[src/rtl/axi4_lite_read_arbiter_if.sv]
// rtl/axi4_lite_read_arbiter_if.sv - AXI4-Lite read arbiter bus bundle
//
// Purpose: groups the upstream (per-requester AR/R) and downstream (single
// AR/R) read channel signals of axi4_lite_read_arbiter into one bundle.
//
// Signals (names carry the arbiter's own direction suffix):
//   req_read_address_i        NUM_REQ*ADDRESS_SIZE  packed upstream AR addresses
//   req_read_address_valid_i  NUM_REQ               upstream AR valid
//   req_read_address_ready_o  NUM_REQ               upstream AR ready
//   req_read_data_o           DATA_SIZE             R data broadcast upstream
//   req_read_data_response_o  2                     R response broadcast upstream
//   req_read_data_valid_o     NUM_REQ               R valid to granted requester
//   req_read_data_ready_i     NUM_REQ               upstream R ready
//   read_address_o            ADDRESS_SIZE          downstream AR address
//   read_address_valid_o      1                     downstream AR valid
//   read_address_ready_i      1                     downstream AR ready
//   read_data_i               DATA_SIZE             downstream R data
//   read_data_response_i      2                     downstream R response
//   read_data_valid_i         1                     downstream R valid
//   read_data_ready_o         1                     downstream R ready
//
// Modports: master = the arbiter's view, slave = the surrounding system's view.

interface axi4_lite_read_arbiter_if #(
  parameter int NUM_REQ      = 2,
  parameter int ADDRESS_SIZE = 32,
  parameter int DATA_SIZE    = 32
);

  logic [NUM_REQ*ADDRESS_SIZE-1:0] req_read_address_i;
  logic [NUM_REQ-1:0]              req_read_address_valid_i;
  logic [NUM_REQ-1:0]              req_read_address_ready_o;
  logic [DATA_SIZE-1:0]            req_read_data_o;
  logic [1:0]                      req_read_data_response_o;
  logic [NUM_REQ-1:0]              req_read_data_valid_o;
  logic [NUM_REQ-1:0]              req_read_data_ready_i;
  logic [ADDRESS_SIZE-1:0]         read_address_o;
  logic                            read_address_valid_o;
  logic                            read_address_ready_i;
  logic [DATA_SIZE-1:0]            read_data_i;
  logic [1:0]                      read_data_response_i;
  logic                            read_data_valid_i;
  logic                            read_data_ready_o;

  modport master (
    input  req_read_address_i,
    input  req_read_address_valid_i,
    output req_read_address_ready_o,
    output req_read_data_o,
    output req_read_data_response_o,
    output req_read_data_valid_o,
    input  req_read_data_ready_i,
    output read_address_o,
    output read_address_valid_o,
    input  read_address_ready_i,
    input  read_data_i,
    input  read_data_response_i,
    input  read_data_valid_i,
    output read_data_ready_o
  );

  modport slave (
    output req_read_address_i,
    output req_read_address_valid_i,
    input  req_read_address_ready_o,
    input  req_read_data_o,
    input  req_read_data_response_o,
    input  req_read_data_valid_o,
    output req_read_data_ready_i,
    input  read_address_o,
    input  read_address_valid_o,
    output read_address_ready_i,
    output read_data_i,
    output read_data_response_i,
    output read_data_valid_i,
    input  read_data_ready_o
  );

endinterface

[src/rtl/axi4_lite_read_arbiter.sv]
// rtl/axi4_lite_read_arbiter.sv - round-robin AXI4-Lite read arbiter, one outstanding read
//
// Purpose: shares one AXI4-Lite read subordinate between NUM_REQ read
// managers. An IDLE cycle picks a winner round-robin and accepts its AR,
// ADDR presents that AR downstream until accepted, DATA forwards the R beat
// to the winner. The pointer advances past the winner once its R completes.
//
// Ports:
//   clk_i       in   1        clock, rising edge
//   rst_clk_ni  in   1        asynchronous active-low reset
//   bus         master       upstream/downstream AR and R channels
//   grant_o     out  NUM_REQ  one-hot current owner, 0 in IDLE
//   busy_o      out  1        high while in ADDR or DATA

module axi4_lite_read_arbiter #(
  parameter int NUM_REQ      = 2,
  parameter int ADDRESS_SIZE = 32,
  parameter int DATA_SIZE    = 32
) (
  input  logic                     clk_i,
  input  logic                     rst_clk_ni,
  axi4_lite_read_arbiter_if.master bus,
  output logic [NUM_REQ-1:0]       grant_o,
  output logic                     busy_o
);

  localparam int IDX_W = $clog2(NUM_REQ);

  typedef enum logic [1:0] {
    IDLE = 2'd0,
    ADDR = 2'd1,
    DATA = 2'd2
  } state_e;

  state_e                  state_q, state_d;
  logic [IDX_W-1:0]        ptr_q, ptr_d;
  logic [IDX_W-1:0]        gidx_q, gidx_d;
  logic [NUM_REQ-1:0]      grant_q, grant_d;
  logic [ADDRESS_SIZE-1:0] araddr_q, araddr_d;
  logic                    arvalid_q, arvalid_d;

  logic                    win_found;
  logic [IDX_W-1:0]        win_idx;
  logic [ADDRESS_SIZE-1:0] win_addr;

  logic [NUM_REQ-1:0]      arready_up;
  logic [NUM_REQ-1:0]      rvalid_up;
  logic [DATA_SIZE-1:0]    rdata_up;
  logic [1:0]              rresp_up;
  logic                    rready_dn;

  // Round-robin search: offset i from the pointer maps to requester
  // (ptr+i) mod NUM_REQ; the smallest offset with valid set wins.
  always_comb begin : arbitrate
    win_found = 1'b0;
    win_idx   = '0;
    win_addr  = '0;
    for (int i = 0; i < NUM_REQ; i++) begin
      for (int k = 0; k < NUM_REQ; k++) begin
        if (!win_found && (k == ((int'(ptr_q) + i) % NUM_REQ)) &&
            bus.req_read_address_valid_i[k]) begin
          win_found = 1'b1;
          win_idx   = IDX_W'(k);
          win_addr  = bus.req_read_address_i[k*ADDRESS_SIZE +: ADDRESS_SIZE];
        end
      end
    end
  end

  always_comb begin : fsm_next
    state_d    = state_q;
    ptr_d      = ptr_q;
    gidx_d     = gidx_q;
    grant_d    = grant_q;
    araddr_d   = araddr_q;
    arvalid_d  = arvalid_q;
    arready_up = '0;
    rvalid_up  = '0;
    rdata_up   = '0;
    rresp_up   = 2'b00;
    rready_dn  = 1'b0;

    case (state_q)
      IDLE: begin
        // Gating on reset keeps the upstream ready low while reset is held,
        // even though the comb arbiter still sees valid requests.
        if (win_found && rst_clk_ni) begin
          arready_up[win_idx] = 1'b1;
          araddr_d            = win_addr;
          arvalid_d           = 1'b1;
          gidx_d              = win_idx;
          grant_d             = '0;
          grant_d[win_idx]    = 1'b1;
          state_d             = ADDR;
        end
      end

      ADDR: begin
        if (bus.read_address_ready_i) begin
          arvalid_d = 1'b0;
          state_d   = DATA;
        end
      end

      DATA: begin
        rvalid_up = grant_q & {NUM_REQ{bus.read_data_valid_i}};
        rdata_up  = bus.read_data_i;
        rresp_up  = bus.read_data_response_i;
        rready_dn = |(grant_q & bus.req_read_data_ready_i);
        if (bus.read_data_valid_i && rready_dn) begin
          ptr_d   = (gidx_q == IDX_W'(NUM_REQ - 1)) ? '0 : gidx_q + 1'b1;
          grant_d = '0;
          state_d = IDLE;
        end
      end

      default: begin
        state_d = IDLE;
      end
    endcase
  end

  always_ff @(posedge clk_i or negedge rst_clk_ni) begin
    if (!rst_clk_ni) begin
      state_q   <= IDLE;
      ptr_q     <= '0;
      gidx_q    <= '0;
      grant_q   <= '0;
      araddr_q  <= '0;
      arvalid_q <= 1'b0;
    end else begin
      state_q   <= state_d;
      ptr_q     <= ptr_d;
      gidx_q    <= gidx_d;
      grant_q   <= grant_d;
      araddr_q  <= araddr_d;
      arvalid_q <= arvalid_d;
    end
  end

  assign bus.req_read_address_ready_o = arready_up;
  assign bus.req_read_data_valid_o    = rvalid_up;
  assign bus.req_read_data_o          = rdata_up;
  assign bus.req_read_data_response_o = rresp_up;
  assign bus.read_address_o           = araddr_q;
  assign bus.read_address_valid_o     = arvalid_q;
  assign bus.read_data_ready_o        = rready_dn;

  assign grant_o = grant_q;
  assign busy_o  = (state_q != IDLE);

endmodule

[src/flat_wrapper.sv]
// flat-port wrapper written by rule: the top's interface ports become plain ports
module axi4_lite_read_arbiter_flat 
#(
  parameter int NUM_REQ      = 2,
  parameter int ADDRESS_SIZE = 32,
  parameter int DATA_SIZE    = 32
)
  (clk_i, rst_clk_ni, grant_o, busy_o, bus_req_read_address_i, bus_req_read_address_valid_i, bus_req_read_address_ready_o, bus_req_read_data_o, bus_req_read_data_response_o, bus_req_read_data_valid_o, bus_req_read_data_ready_i, bus_read_address_o, bus_read_address_valid_o, bus_read_address_ready_i, bus_read_data_i, bus_read_data_response_i, bus_read_data_valid_i, bus_read_data_ready_o);
  axi4_lite_read_arbiter_if #(.NUM_REQ(NUM_REQ), .ADDRESS_SIZE(ADDRESS_SIZE), .DATA_SIZE(DATA_SIZE)) bus_i ();
  input  logic clk_i;
  input  logic rst_clk_ni;
  output logic [NUM_REQ-1:0] grant_o;
  output logic busy_o;
  input wire logic [$bits(bus_i.req_read_address_i)-1:0] bus_req_read_address_i;
  input wire logic [$bits(bus_i.req_read_address_valid_i)-1:0] bus_req_read_address_valid_i;
  output wire logic [$bits(bus_i.req_read_address_ready_o)-1:0] bus_req_read_address_ready_o;
  output wire logic [$bits(bus_i.req_read_data_o)-1:0] bus_req_read_data_o;
  output wire logic [$bits(bus_i.req_read_data_response_o)-1:0] bus_req_read_data_response_o;
  output wire logic [$bits(bus_i.req_read_data_valid_o)-1:0] bus_req_read_data_valid_o;
  input wire logic [$bits(bus_i.req_read_data_ready_i)-1:0] bus_req_read_data_ready_i;
  output wire logic [$bits(bus_i.read_address_o)-1:0] bus_read_address_o;
  output wire logic [$bits(bus_i.read_address_valid_o)-1:0] bus_read_address_valid_o;
  input wire logic [$bits(bus_i.read_address_ready_i)-1:0] bus_read_address_ready_i;
  input wire logic [$bits(bus_i.read_data_i)-1:0] bus_read_data_i;
  input wire logic [$bits(bus_i.read_data_response_i)-1:0] bus_read_data_response_i;
  input wire logic [$bits(bus_i.read_data_valid_i)-1:0] bus_read_data_valid_i;
  output wire logic [$bits(bus_i.read_data_ready_o)-1:0] bus_read_data_ready_o;
  assign bus_i.req_read_address_i = bus_req_read_address_i;
  assign bus_i.req_read_address_valid_i = bus_req_read_address_valid_i;
  assign bus_req_read_address_ready_o = bus_i.req_read_address_ready_o;
  assign bus_req_read_data_o = bus_i.req_read_data_o;
  assign bus_req_read_data_response_o = bus_i.req_read_data_response_o;
  assign bus_req_read_data_valid_o = bus_i.req_read_data_valid_o;
  assign bus_i.req_read_data_ready_i = bus_req_read_data_ready_i;
  assign bus_read_address_o = bus_i.read_address_o;
  assign bus_read_address_valid_o = bus_i.read_address_valid_o;
  assign bus_i.read_address_ready_i = bus_read_address_ready_i;
  assign bus_i.read_data_i = bus_read_data_i;
  assign bus_i.read_data_response_i = bus_read_data_response_i;
  assign bus_i.read_data_valid_i = bus_read_data_valid_i;
  assign bus_read_data_ready_o = bus_i.read_data_ready_o;
  axi4_lite_read_arbiter #(.NUM_REQ(NUM_REQ), .ADDRESS_SIZE(ADDRESS_SIZE), .DATA_SIZE(DATA_SIZE)) u_core (.clk_i(clk_i), .rst_clk_ni(rst_clk_ni), .bus(bus_i), .grant_o(grant_o), .busy_o(busy_o));
endmodule
[config.mk]
export PLATFORM = sky130hd
export DESIGN_NAME = axi4_lite_read_arbiter_flat
export DESIGN_NICKNAME = d
export VERILOG_FILES = /design/src/rtl/axi4_lite_read_arbiter_if.sv /design/src/rtl/axi4_lite_read_arbiter.sv /design/src/flat_wrapper.sv
export SDC_FILE = /design/constraint.sdc
export NUM_CORES = 1
export LEC_CHECK = 0
export CELL_PAD_IN_SITES_DETAIL_PLACEMENT = 1
export CELL_PAD_IN_SITES_GLOBAL_PLACEMENT = 2
export CORE_UTILIZATION = 17
export CTS_CLUSTER_DIAMETER = 40
export DETAILED_ROUTE_END_ITERATION = 8
export PLACE_DENSITY_LB_ADDON = 0.3
export SLEW_MARGIN = 0
export SYNTH_ARGS = -nofsm -noshare
export SYNTH_HDL_FRONTEND = slang
export SYNTH_SLANG_ARGS = --single-unit
[constraint.sdc]
create_clock -name clk_i -period 1.58 [get_ports clk_i]
set_input_delay 0.316 -clock clk_i [delete_from_list [all_inputs] [get_ports clk_i]]
set_output_delay 0.316 -clock clk_i [all_outputs]
set_load 0.01 [all_outputs]
# Word level (Yosys, flattened, before mapping)
# Cells that the tools add are included.
# word_totals
wordCells	73
ff_bits	39
inputBits	106
out_inout_bits	75
# op_classes
eq_ne	6
n_addsub	2
magnitude_cmp	2
n_bitwise	3
mux	29
reduce_logical	25
# ops
op	n
$mux W32	5
$logic_not A32 Y1	2
$mux W2	8
$mux W1	12
$logic_and A1 B1 Y1	10
$reduce_and A3 Y1	3
$pmux W2 S3	1
$reduce_bool A2 Y1	3
$and A2 B2 Y2	2
$ne A2 B1 Y1 const B	2
$pmux W2 S2	1
$reduce_and A2 Y1	2
$logic_not A1 Y1	3
$add A1 B1 Y1 const B	2
$eq A2 B1 Y1 const B	1
$eq A2 B2 Y1 const A	1
$eq A2 B2 Y1 const B	1
$logic_not A2 Y1	1
$lt A1 B2 Y1 const B	1
$ne A2 B2 Y1 const B	1
$pmux W1 S2	1
$reduce_or A2 Y1	1
$and A1 B1 Y1 const A	1
$demux W1 S1	1
$ge A1 B1 Y1 const B	1

# Logic depth before layout (Yosys ltp)
# logic_depth
depth_word	21
depth_mapped	5
mapped_depth_nobuf	3

# Least setup slack after synthesis
# No wires, ideal clock.
# synth_timing
path_kind	flip-flop to output port
from	register u_core.state_q[0]
to	output bus_req_read_data_o[23]
slack_ns	0.057
n_path_buf	2
stages_incl_launch_ff	5
t_required_ns	1.264
arrival_ns	1.207
cell_sequence	dfrtp_1 and2b_2 clkbuf_1 clkbuf_1 and2_1
# synth_via
elab_chain_len	2
# synth_lines
element	line	text
start, declared	axi4_lite_read_arbiter.sv:35	state_e state_q, state_d;
start signal, assigned	axi4_lite_read_arbiter.sv:132	state_q <= state_d;
$eq A2 B2 Y1	axi4_lite_read_arbiter.sv:83	case (state_q)
$mux W32	axi4_lite_read_arbiter.sv:83	
end, declared	flat_wrapper.sv:17	output wire logic [$bits(bus_i.req_read_data_o)-1:0] bus_req_read_data_o;
# Every way passes these cells.

# Worst setup path in the final report
# layout_timing
from	register u_core.state_q[1]
to	output bus_req_read_address_ready_o[1]
# layout_via
elab_chain_len	2
# layout_lines
element	line	text
$logic_not A2 Y1	axi4_lite_read_arbiter.sv:83	
$mux W2	axi4_lite_read_arbiter.sv:83	
end, declared	flat_wrapper.sv:16	output wire logic [$bits(bus_i.req_read_address_ready_o)-1:0] bus_req_read_address_ready_o;
# Every way passes these cells.

==> out/metrics.yaml <==
status: "complete, but fails checks"
violations: "setup timing"
final_common_cell: "clkdlybuf4s50_1"
synth.avg_cell_area_um2: 11.38
cts_tree: "done"
antenna_left: 0
hold_path_class: "in -> async"
ys_seq_area_frac: 0.4688
place_area_um2: 4065
syn_inst: 183
synth-simple-area-share: 0.1581
synth_xor_area_frac: 0
synth-compound-area-share: 0.2975
synth_cell_types: 27
post_drt_wl_per_cell_um: 18.62
antenna_cells: 0
skew_ns: 0.004085
reg2reg_to: "u_core.bus.read_address_o[25]$_DFFE_PN0P_"
grt_antenna_before_repair: 0
worst-r2r-cell-count: 6
vias: 2296
yosysWarnings: 0
reg2reg_slack_ns: -0.03
insertion_delay_ns: 0.28
die_x_um: 112.7
core_area_um2: 11960
nNetsFinal: 489
hold_ws_ns: 0.1308
p_per_area_nw_per_um2: 1510
place_ws_ns: -0.3652
async_flop_share: 1.000
areaGrowthSynthToFinish_pct: 111.0
overflow: 0
setup_violations: 65
start_kind: "register"
crit_path_max_fanout: 4
tightest_slew_ns: 0.5409
boundaryPins: 181
holdBufCountCts: 0
fin_util: 0.3673
report.final.hold_viol_count: 0
worst_slack_ns: -0.1662
fin_area_um2: 4393
maxCapViolations: 0
drtIter0Drc: 63
num_rows: 40
cts_root_buffer: "clkbuf_16"
synth_top_family_by_area: "compound AO/OA/AOI/OAI gates"
drive_gt1_frac: 0.2578
final.min_clock_period_ns: 1.746
fp.dieH_um: 112.7
dp_hpwl_um: 6335
gp_congestion: 0.7133
path_clk_slew_ns: 0.06
end_kind: "primary output"
mostFrequentLayoutCells: "clkdlybuf4s50_1 (135), dfrtp_1 (37), buf_2 (33), and2_1 (32), a221o_1 (29)"
fillCellCount: 1334
critical_path_class: "reg -> out"
rr_startpoint: "u_core.state_q[1]$_DFFE_PN0P_"
synth-main-ff-cell: "dfrtp_1"
avgViaCountPerCell: 4.324
clk_path_buf_depth: 2
synth_edf_count: 0
dieArea_um2: 12690
port_buffers: 180
synth_mux_area_frac: 0
syn-num-nets: 289
cts_inserted_buffers: 5
synth_adder_area_share: 0
peakVddDrop_v: 0.0004370
grt_pass1_wl_um: 13630
initial_core_util: 0.1741
first_pass_iters: 4
period_share: 1.105
first_global_vias: 2395
arrival_ns: 1.43
groute.usage.overall: 0.1403
grt_start_max_net_pins: 40
p_leak_uw: 0.001954
max_slew_margin: 0.6394
htree_levels: 2
syn_area_um2: 2082
clock.fmax_mhz: 572.7
rsz0062_at_grt: "true"
worstPathRequired_ns: 1.26
drc: 0
finalMaxSlewViolations: 0
synth-seq-cells: 39
wl_um: 9887
numClockSinks: 39
sequential cells by signal, indices dropped and copies added (netlist names):
| name | flops |
|---|---|
| u_core.grant_o | 2 |
| u_core.state_q | 2 |
| u_core.gidx_q | 1 |
| u_core.bus.read_address_o | 32 |
| u_core.bus.read_address_valid_o | 1 |
| u_core.ptr_q | 1 |
layer usage:
| metal | GRT usage | wire [um] | up-vias |
|---|---|---|---|
| met1 | 0.1701 | 4385 | 1130 |
| met5 | 0 | 0 | - |
| met4 | 0.02756 | 70 | 0 |
| met3 | 0.04698 | 637 | 7 |
| met2 | 0.2416 | 4795 | 71 |
| li1 | - | - | 1088 |
how the worst max path moves through the flow:
stage                                     from                              end  slack [ns]
3_3_place_gp   bus_req_read_address_valid_i[0]  bus_req_read_address_ready_o[1]       -0.36
2_1_floorplan    u_core.state_q[0]$_DFFE_PN0P_          bus_req_read_data_o[23]        0.06
4_1_cts          u_core.state_q[1]$_DFFE_PN0P_           bus_req_read_data_o[3]       -0.22
5_1_grt          u_core.state_q[1]$_DFFE_PN0P_  bus_req_read_address_ready_o[1]       -0.21
3_5_place_dp   bus_req_read_address_valid_i[0]  bus_req_read_address_ready_o[1]       -0.37
6_report         u_core.state_q[1]$_DFFE_PN0P_  bus_req_read_address_ready_o[1]       -0.17
worst max-delay path, stage by stage (launching register included):
cell and delay [ns]:
dfrtp_2 0.42, buf_6 0.12, nor3b_4 0.26, and3_4 0.23, buf_6 0.11
logic make-up (layout without fill, tap and decap cells):
kind of cell	count (synthesis)	in the layout
AOI/OAI and AO/OA	72	72
and+or+nand+nor	53	53
DFF	39	39
buffers and inverters	19	220
layout make-up:
type | instances | area [um^2] | share of cell area
repair buffers | 211 | 2057 | 0.4682
multi-input cells | 125 | 996.0 | 0.2267
flip-flops and latches | 39 | 978.4 | 0.2227
well taps | 147 | 183.9 | 0.04187
clock buffers | 6 | 138.9 | 0.03161
clock inverters | 2 | 35.03 | 0.007975
inverters | 1 | 3.754 | 0.0008545
power by group:
| group | switching (uW) | internal [uW] | leakage [uW] | total (uW) |
|---|---|---|---|---|
| Sequential | 243 | 1470 | 0.000482 | 1710 |
| Clock | 425 | 786 | 0.0000868 | 1210 |
| Combinational | 1500 | 2210 | 0.00139 | 3710 |
through the flow:
step | power, uW | cells | setup TNS [ns]
detailed placement | 5139 | 507 | -20.58
global route | 7034 | 531 | -8.394
floorplan | 3203 | 183 | 0
finish | 6633 | 531 | -4.500
global placement | 5099 | 507 | -20.23
CTS | 6440 | 523 | -5.672
Yosys cell counts, types with 2 or more instances:
master / number / area (um^2)
clkbuf_1: 7 / 26.28
nand2b_1: 2 / 12.51
a31o_1: 2 / 17.52
and2_1: 34 / 212.7
buf_6: 4 / 45.04
buf_2: 3 / 15.01
or2_2: 2 / 12.51
nand2_1: 5 / 18.77
a221o_2: 3 / 33.78
a21boi_0: 31 / 232.7
o21ai_0: 3 / 15.01
and3_1: 4 / 25.02
dfrtp_1: 39 / 975.9
buf_12: 3 / 60.06
a221o_1: 29 / 290.3
what timing repair did:
| item | CTS | global route |
|---|---|---|
| cloned | 1 | 6 |
| gates resized for setup | 192 | 24 |
| setup endpoints to repair | 77 | 75 |
| pin swaps | 1 | 3 |
| buffers inserted | 10 | 3 |
| endpoints found under the hold margin | 0 | 0 |
No activity file was read; power rests on OpenSTA's default activity.
